$ cat config.mk
export PLATFORM = sky130hd
export DESIGN_NAME = mem_arbiter
export DESIGN_NICKNAME = d
export VERILOG_FILES = /design/src/rtl/mem_bus_pkg.sv /design/src/rtl/mem_rr_pick.sv /design/src/rtl/mem_arbiter.sv
export SDC_FILE = /design/constraint.sdc
export NUM_CORES = 1
export LEC_CHECK = 0
export CAP_MARGIN = 0
export CORE_AREA = 2 2 190 192
export DETAILED_ROUTE_END_ITERATION = 10
export DIE_AREA = 0 0 192 194
export SYNTH_ARGS = -nofsm -noshare
export SYNTH_HDL_FRONTEND = slang
export SYNTH_HIERARCHICAL = 1
export SYNTH_SLANG_ARGS = --single-unit
$ cat constraint.sdc
create_clock -name clk -period 4.1 [get_ports clk]
set_input_delay 0.615 -clock clk [delete_from_list [all_inputs] [get_ports clk]]
set_output_delay 0.615 -clock clk [all_outputs]
set_load 0.05 [all_outputs]
$ cat src/rtl/mem_bus_pkg.sv
// rtl/mem_bus_pkg.sv - shared types and constants for the tagged memory bus arbiter
//
// Purpose: the arbiter FSM state type, the request bundle and the bus constants
// used by mem_arbiter and mem_rr_pick.
// Ports: none (package).

package mem_bus_pkg;

  localparam int MEM_AW     = 20;  // memory word-address width (1M words)
  localparam int RD_LAT_MAX = 7;   // largest supported read latency
  localparam int LAT_W      = 3;   // counter width able to hold RD_LAT_MAX

  typedef enum logic [2:0] {
    IDLE,
    ADDR,
    RD,
    RWAIT,
    WR,
    DONE,
    HOLD
  } arb_state_t;

  // One requester's transaction; addr is already zero-extended to the bus width.
  typedef struct packed {
    logic [63:0] addr;
    logic        wr;
    logic        atomic;
    logic [63:0] wdata;
    logic [7:0]  wtag;
  } mem_req_t;

endpackage

$ cat src/rtl/mem_rr_pick.sv
// rtl/mem_rr_pick.sv - two-way round-robin pick
//
// Purpose: choose one of two requesters; on a tie the one not granted last wins.
// Ports:
//   req0, req1 : request lines
//   last       : index of the requester granted most recently
//   grant      : chosen index (meaningful when valid)
//   valid      : at least one request present

module mem_rr_pick (
  input  logic req0,
  input  logic req1,
  input  logic last,
  output logic grant,
  output logic valid
);

  assign valid = req0 | req1;
  // req1 wins when alone, or on a tie when requester 0 was granted last.
  assign grant = req1 & (~req0 | ~last);

endmodule

$ cat src/rtl/mem_arbiter.sv
// rtl/mem_arbiter.sv - two-requester arbiter and sequencer for the tagged memory port
//
// Purpose: arbitrates CPU (0) and I/O-DMA (1) requests onto the single memory bus,
// runs address/data phases, returns read data and supports locked read-modify-write.
// Ports:
//   clk, reset                     : clock, synchronous active-high reset
//   mN_req/addr/wr/atomic/wdata/wtag : requester N transaction, held until mN_ack
//   mN_ack, mN_rdata, mN_rtag      : completion pulse and read data/tag for requester N
//   o_ad, o_tag, o_astb, o_atomic, o_rd, o_wr : memory bus outputs
//   i_data, i_tag                  : memory read data/tag
//   busy, owner                    : transaction/lock in progress, granted requester

module mem_arbiter
  import mem_bus_pkg::*;
#(
  parameter int AW     = MEM_AW,
  parameter int RD_LAT = 1
) (
  input  logic          clk,
  input  logic          reset,
  input  logic          m0_req,
  input  logic [AW-1:0] m0_addr,
  input  logic          m0_wr,
  input  logic          m0_atomic,
  input  logic [63:0]   m0_wdata,
  input  logic [7:0]    m0_wtag,
  output logic          m0_ack,
  output logic [63:0]   m0_rdata,
  output logic [7:0]    m0_rtag,
  input  logic          m1_req,
  input  logic [AW-1:0] m1_addr,
  input  logic          m1_wr,
  input  logic          m1_atomic,
  input  logic [63:0]   m1_wdata,
  input  logic [7:0]    m1_wtag,
  output logic          m1_ack,
  output logic [63:0]   m1_rdata,
  output logic [7:0]    m1_rtag,
  output logic [63:0]   o_ad,
  output logic [7:0]    o_tag,
  output logic          o_astb,
  output logic          o_atomic,
  output logic          o_rd,
  output logic          o_wr,
  input  logic [63:0]   i_data,
  input  logic [7:0]    i_tag,
  output logic          busy,
  output logic          owner
);

  localparam logic [LAT_W-1:0] LAT = LAT_W'(RD_LAT);

  arb_state_t       state;
  logic             last;      // most recently granted requester
  logic             lock;      // current sequence is a locked read awaiting its follow-up
  logic [LAT_W-1:0] cnt;
  logic             grant;
  logic             gvalid;
  logic             sel_idx;
  logic             sel_req;
  mem_req_t         cur;

  mem_rr_pick u_pick (
    .req0  (m0_req),
    .req1  (m1_req),
    .last  (last),
    .grant (grant),
    .valid (gvalid)
  );

  // In IDLE look at the requester about to be granted, otherwise at the owner.
  assign sel_idx = (state == IDLE) ? grant : owner;
  assign sel_req = sel_idx ? m1_req : m0_req;

  always_comb begin
    if (sel_idx) begin
      cur.addr   = {{(64-AW){1'b0}}, m1_addr};
      cur.wr     = m1_wr;
      cur.atomic = m1_atomic;
      cur.wdata  = m1_wdata;
      cur.wtag   = m1_wtag;
    end else begin
      cur.addr   = {{(64-AW){1'b0}}, m0_addr};
      cur.wr     = m0_wr;
      cur.atomic = m0_atomic;
      cur.wdata  = m0_wdata;
      cur.wtag   = m0_wtag;
    end
  end

  always_ff @(posedge clk) begin
    if (reset) begin
      state    <= IDLE;
      last     <= 1'b1;
      lock     <= 1'b0;
      cnt      <= '0;
      m0_ack   <= 1'b0;
      m0_rdata <= '0;
      m0_rtag  <= '0;
      m1_ack   <= 1'b0;
      m1_rdata <= '0;
      m1_rtag  <= '0;
      o_ad     <= '0;
      o_tag    <= '0;
      o_astb   <= 1'b0;
      o_atomic <= 1'b0;
      o_rd     <= 1'b0;
      o_wr     <= 1'b0;
      busy     <= 1'b0;
      owner    <= 1'b0;
    end else begin
      // Strobes and acks are single-cycle unless a state re-asserts them.
      m0_ack <= 1'b0;
      m1_ack <= 1'b0;
      o_astb <= 1'b0;
      o_rd   <= 1'b0;
      o_wr   <= 1'b0;
      case (state)
        IDLE: begin
          if (gvalid) begin
            state    <= ADDR;
            owner    <= grant;
            last     <= grant;
            busy     <= 1'b1;
            o_astb   <= 1'b1;
            o_ad     <= cur.addr;
            // A write flagged atomic is an ordinary write: no lock.
            o_atomic <= cur.atomic & ~cur.wr;
            lock     <= cur.atomic & ~cur.wr;
          end
        end
        ADDR: begin
          if (cur.wr) begin
            state <= WR;
            o_wr  <= 1'b1;
            o_ad  <= cur.wdata;
            o_tag <= cur.wtag;
          end else begin
            state <= RD;
            o_rd  <= 1'b1;
          end
        end
        RD: begin
          state <= RWAIT;
          cnt   <= LAT_W'(1);
        end
        RWAIT: begin
          if (cnt == LAT) begin
            state <= DONE;
            if (owner) begin
              m1_rdata <= i_data;
              m1_rtag  <= i_tag;
              m1_ack   <= 1'b1;
            end else begin
              m0_rdata <= i_data;
              m0_rtag  <= i_tag;
              m0_ack   <= 1'b1;
            end
          end else begin
            cnt <= cnt + 1'b1;
          end
        end
        WR: begin
          // Ends both plain writes and the write half of a locked sequence.
          state    <= DONE;
          o_atomic <= 1'b0;
          lock     <= 1'b0;
          m0_ack   <= ~owner;
          m1_ack   <= owner;
        end
        DONE: begin
          if (lock) begin
            state <= HOLD;
          end else begin
            state    <= IDLE;
            busy     <= 1'b0;
            o_atomic <= 1'b0;
          end
        end
        HOLD: begin
          // Only the lock owner is serviced; the address phase is not repeated.
          if (sel_req) begin
            if (cur.wr) begin
              state <= WR;
              o_wr  <= 1'b1;
              o_ad  <= cur.wdata;
              o_tag <= cur.wtag;
            end else begin
              state    <= DONE;
              lock     <= 1'b0;
              o_atomic <= 1'b0;
              m0_ack   <= ~owner;
              m1_ack   <= owner;
            end
          end
        end
        default: begin
          state <= IDLE;
          busy  <= 1'b0;
        end
      endcase
    end
  end

endmodule

Word level (Yosys, flattened, before mapping)
Cells that the tools add are included.

Bits in registers: 232. Word-level logic and storage cells: 104. Output and inout bits: 224. Bits of input ports: 264.

Equal/unequal tests: 13. Add/subtract/negate cells: 1. Bitwise operators: 11. Reduce and logical (&&, ||, !) cells: 19. Muxes and demuxes: 42.

Operator list (count): 2-to-1 mux 64 bit (3); case mux 64 bit (3 select lines) (1); 2-to-1 mux 94 bit (1); case mux 3 bit (7 select lines) (1); 2-to-1 mux 1 bit (20); 2-to-1 mux 3 bit (6); 2-to-1 mux 8 bit (2); case mux 8 bit (2 select lines) (1); AND reduction 3 bit (5); inequality test 2 bit, second input constant (6); case mux 1 bit (3 select lines) (4); equality test 3 bit, second input constant (3); inverter 1 bit (7); equality test 3 x 1 -> 1 bit, second input constant (2); equality test 3 x 2 -> 1 bit, second input constant (2); case mux 3 bit (2 select lines) (1); AND reduction 2 bit (3); nonzero test 3 bit (2); AND reduction 5 bit (1); OR reduction 5 bit (1); case mux 1 bit (4 select lines) (1); AND reduction 4 bit (1); nonzero test 2 bit (2); nonzero test 4 bit (1); other kinds (6) (9).

Longest topological paths before layout
Word-level depth: 9. Depth in mapped cells: 9. Mapped depth without buffers: 7.

By module
The synthesis kept the hierarchy.

By module, submodules not included: mem_arbiter (sequential area each 4644.5 µm², instances 1, area an instance 10062.2 µm², cells each 1197); mem_rr_pick (sequential area each 0.0 µm², instances 1, area an instance 13.8 µm², cells each 2).

Least setup slack after synthesis
Ideal clock, no wire load.

Path kind: reg2reg. Start: register owner. End: register o_ad[19]. Path buffers: 3. Data arrival time: 2022 ps. Cell stages (with the launch flop): 9. Setup time: 117 ps. Data required time: 3983 ps. Path slack: 1961 ps. Clock period less this slack: 2139 ps. Cell sequence: dfxtp_1 -> buf_4 -> mux2i_1 -> a2bb2oi_2 -> or3_1 -> buf_2 -> o21ai_2 -> buf_4 -> a32o_1.

Cells in the longest elaborated chain, start to end: 5. Elaborated cells on any way between the ends: 9. Those cells by class: eq/ne (1); mux (7); reduce/logical (1).

Ends and longest elaborated chain: from (decl) (line mem_arbiter.sv:48) `output logic owner`; from (signal assigned) (line mem_arbiter.sv:122) `owner <= grant;`; 2-to-1 mux 1 bit (*) (line mem_arbiter.sv:72) `assign sel_idx = (state == IDLE) ? grant : owner;`; 2-to-1 mux 94 bit (line mem_arbiter.sv:76) `if (sel_idx) begin`; 2-to-1 mux 64 bit (line mem_arbiter.sv:133, mem_arbiter.sv:183); 2-to-1 mux 64 bit (line mem_arbiter.sv:182) `if (sel_req) begin`; case mux 64 bit (3 select lines) (line mem_arbiter.sv:118) `case (state)`; to (signal assigned) (line mem_arbiter.sv:126) `o_ad <= cur.addr;`; to (signal assigned) (line mem_arbiter.sv:136) `o_ad <= cur.wdata;`; to (signal assigned) (line mem_arbiter.sv:186) `o_ad <= cur.wdata;`; to (decl) (line mem_arbiter.sv:39) `output logic [63:0] o_ad,`.

Every way passes the cells marked *; elsewhere a longest branch is shown, timed or not. The select of a mux whose other input is x is not followed. A chain may end at the register's enable or synchronous reset.

Final worst setup path
Start: register owner. End: output port owner.

No word-level cell between the ends.

==> summary.md <==
| Metric | Value |
|---|---|
| Status | completed |
| Root Buffer | clkbuf_16 |
| Post-synthesis cell type count | 49 |
| Io pins | 488 |
| Hold endpoint | m1_rdata[53] |
| CP max FO | 11 |
| Avg Inst Size Synth | 8.404 sq um |
| CP max stage cell | clkdlybuf4s50_1 |
| Critical path type | register to output port |
| Number of port buffers | 487 |
| Final max-slew violation count | 0 |
| Postcts setup bufs | 0 |
| RSZ-0062 raised after global routing | no |
| Die area | 37,250 sq um |
| Avg WL per Cell | 18.79 um |
| Worst R2R Setup Slack | 1.53 ns |
| Die X | 192 um |
| Synth-to-Final Area Change | 59.61% |
| Seq/Total Area, Yosys | 46.09% |
| Startpoint types | register |
| Leading area contributor after synthesis | dfxtp_1 |
| CP Cell Sequence | clkdlybuf4s50_1 |
| Top FF cell, synth | dfxtp_1 |
| Max IR drop VDD | 0.3552 mV |
| Max-Cap Viols | 0 |
| RD Place Congestion | 0.8323 |
| # fillers | 3,476 |
| Clk_lat worst skew | 0.55 ns |
| Relative slew slack | 36.95% |
| DRT antenna net count | 0 |
| Initial DRC Count | 648 |
| Number of synthesized flops with an enable pin | 0 |
| Most frequent cell after synthesis | nand2_1 |
| Count of hold-fix buffers inserted at cts | 0 |
| Num CTS Buffers | 27 |
| NumNets Final | 1,882 |
| Syn Nets | 1,465 |
| GRT overflow | 0 |
| Crit path max-delay family | buffers and inverters |
| Maximum root-to-sink buffer count | 3 |
| Global-route wire length before repair | 59,940 um |
| Post-CTS sizing | 0 |
| CTS Sinks | 232 |
| Max stage delay on crit path | 0.91 ns |
| Setup violations, final | 0 |
| Synth top area share | 46.09% |
| Antenna violations before repair | 8 |
| Worst-margin pin slew | 0.9457 ns |
| Total detailed-routing wirelength | 39,550 um |
| Hold Path Depth | 2 |
| #FFs+latches synth | 232 |
| Pleak | 5.634 nW |
| Commonest cells in the netlist | nand2_1 (302), dfxtp_1 (232), a21oi_1 (171) |
| Critical Path RT | 3.48 ns |
| Tcrit/Tclk final | 66.24% |
| H-tree depth | 1 |
| Critical path buffer and inverter count | 1 |
| Setup TNS | 0 ns |
| Ranking of synthesized cells by area | dfxtp_1 (46%), nand2_1 (11%), a21oi_1 (8.5%) |
| Synth warn | 6 |
| Row cnt | 69 |
| Mapped cell area | 10,080 sq um |
| Core area | 35,220 sq um |
| Power per cell area | 491.9 nW/um^2 |
| FF-to-FF Start | state[1] |
| Final min period | 2.716 ns |
| Ratio of cells with drive above 1 in the final layout | 4.768% |
| CTS tree | done |
| R2R cell count | 7 |
| DRC Markers | 0 |
| Drt via density | 5.024 |
| Via count | 10,580 |
| Post-DP HPWL | 27,340 um |
| Initial Utilization | 28.61% |
| Crit end category | output port |
| Largest net degree at the start of global routing | 133 |
| CP Data Arrival Time | 2.10 ns |
| CP startpoint | owner |
| Worst Hold Launch | m1_rdata[53] |
| FF-to-FF End | o_ad[10] |
| Clock Skews | 0.02095 ns |
| Final hold violations | 0 |
| Total power | 7.911 mW |
| Total track usage | 20.30% |
| Vias in the first global route | 10,350 |
| Hold crit path type | register to register |
| Synth Instances | 1,199 |
| Clk slew on worst S/H paths | 0.06 ns |
| Asr flop ratio synth | 0% |
| TritonRoute pass-1 iters | 5 |
| Fmax | 368.2 MHz |
| Die H | 194 um |
[cell families (layout without fill, tap and decap cells)]
logic type	count (synthesis)	after routing	share of synthesized area [%]
AOI/OAI and AO/OA	402	402	26.31
xor gates and xnor gates	2	2	0.1739
adders and majority gates	2	2	0.2483
buffers and inverters	122	559	5.799
DFF	232	232	46.09
muxes	57	57	5.799
other	0	8	0
and+or+nand+nor	382	382	15.57
[worst max path at each step]
stage	to	depth (start not counted)
floorplan	o_ad[19]	8
global placement	o_ad[17]	7
detailed placement	o_ad[16]	7
CTS	owner	1
global route	owner	1
finish	owner	1
[per-stage QoR]
| step | setup WS, ns | utilization, % | std cells | hold slack [ns] | area (sq um) |
|---|---|---|---|---|---|
| after floorplan | 1.961 | - | 1199 | 0.4383 | 10080 |
| after global placement | 1.376 | 42.99 | 2048 | 0.4403 | 15140 |
| after detailed placement | 1.308 | 42.99 | 2048 | 0.4453 | 15140 |
| after CTS | 1.354 | 45.60 | 2097 | 0.4533 | 16060 |
| after global routing | 1.312 | 45.66 | 2105 | 0.4630 | 16080 |
| final | 1.384 | 45.66 | 2105 | 0.4496 | 16080 |
[layout by cell type (no fill, tap or decap), types with 3 or more instances in the layout]
cell type	synthesis	routed
clkbuf_1	67	5
buf_12	0	3
a211oi_1	29	29
o21ai_0	4	4
nor2_1	19	19
o31ai_1	3	3
clkinv_2	0	3
a21o_1	20	20
buf_4	12	14
nand2_1	302	300
mux2i_1	55	55
nor3_1	41	41
clkdlybuf4s50_1	0	486
a32o_1	20	20
o221ai_1	20	20
clkbuf_8	0	11
inv_1	6	6
a21oi_1	171	171
dfxtp_1	232	230
clkbuf_16	0	27
o22ai_1	61	61
o2bb2ai_1	44	44
o211ai_1	20	20
diode_2	0	8
[power breakdown]
group	total, mW	internal, mW	switching (mW)
Combinational	2.89	1.10	1.79
Sequential	2.57	2.45	0.118
Clock	2.45	1.47	0.978
[cell type report]
class	count	area [sq um]	share of cell area, %
multi-input combinational	845	4862	30.23
tap	461	576.8	3.587
sequential	232	4647	28.90
inverter	7	26.28	0.1634
clock inverter	6	73.82	0.4590
antenna	8	20.02	0.1245
timing repair buffer	503	5030	31.28
clock buffer	43	845.8	5.259
[layer usage]
metal | GRT usage, % | vias to the layer above | part of all wire (%)
li1 | - | 5145 | -
met1 | 23.02 | 4874 | 37
met2 | 34.88 | 462 | 49
met3 | 5.719 | 95 | 9.0
met4 | 9.726 | 0 | 4.3
met5 | 0 | - | 0
[registers in the layout, summed over array words and instances (netlist names), 3 cells and up]
name      count
m0_rdata     64
m1_rdata     64
o_ad         64
m0_rtag       8
m1_rtag       8
o_tag         8
cnt           3
state         3
Power figures use the tool's default switching activity.
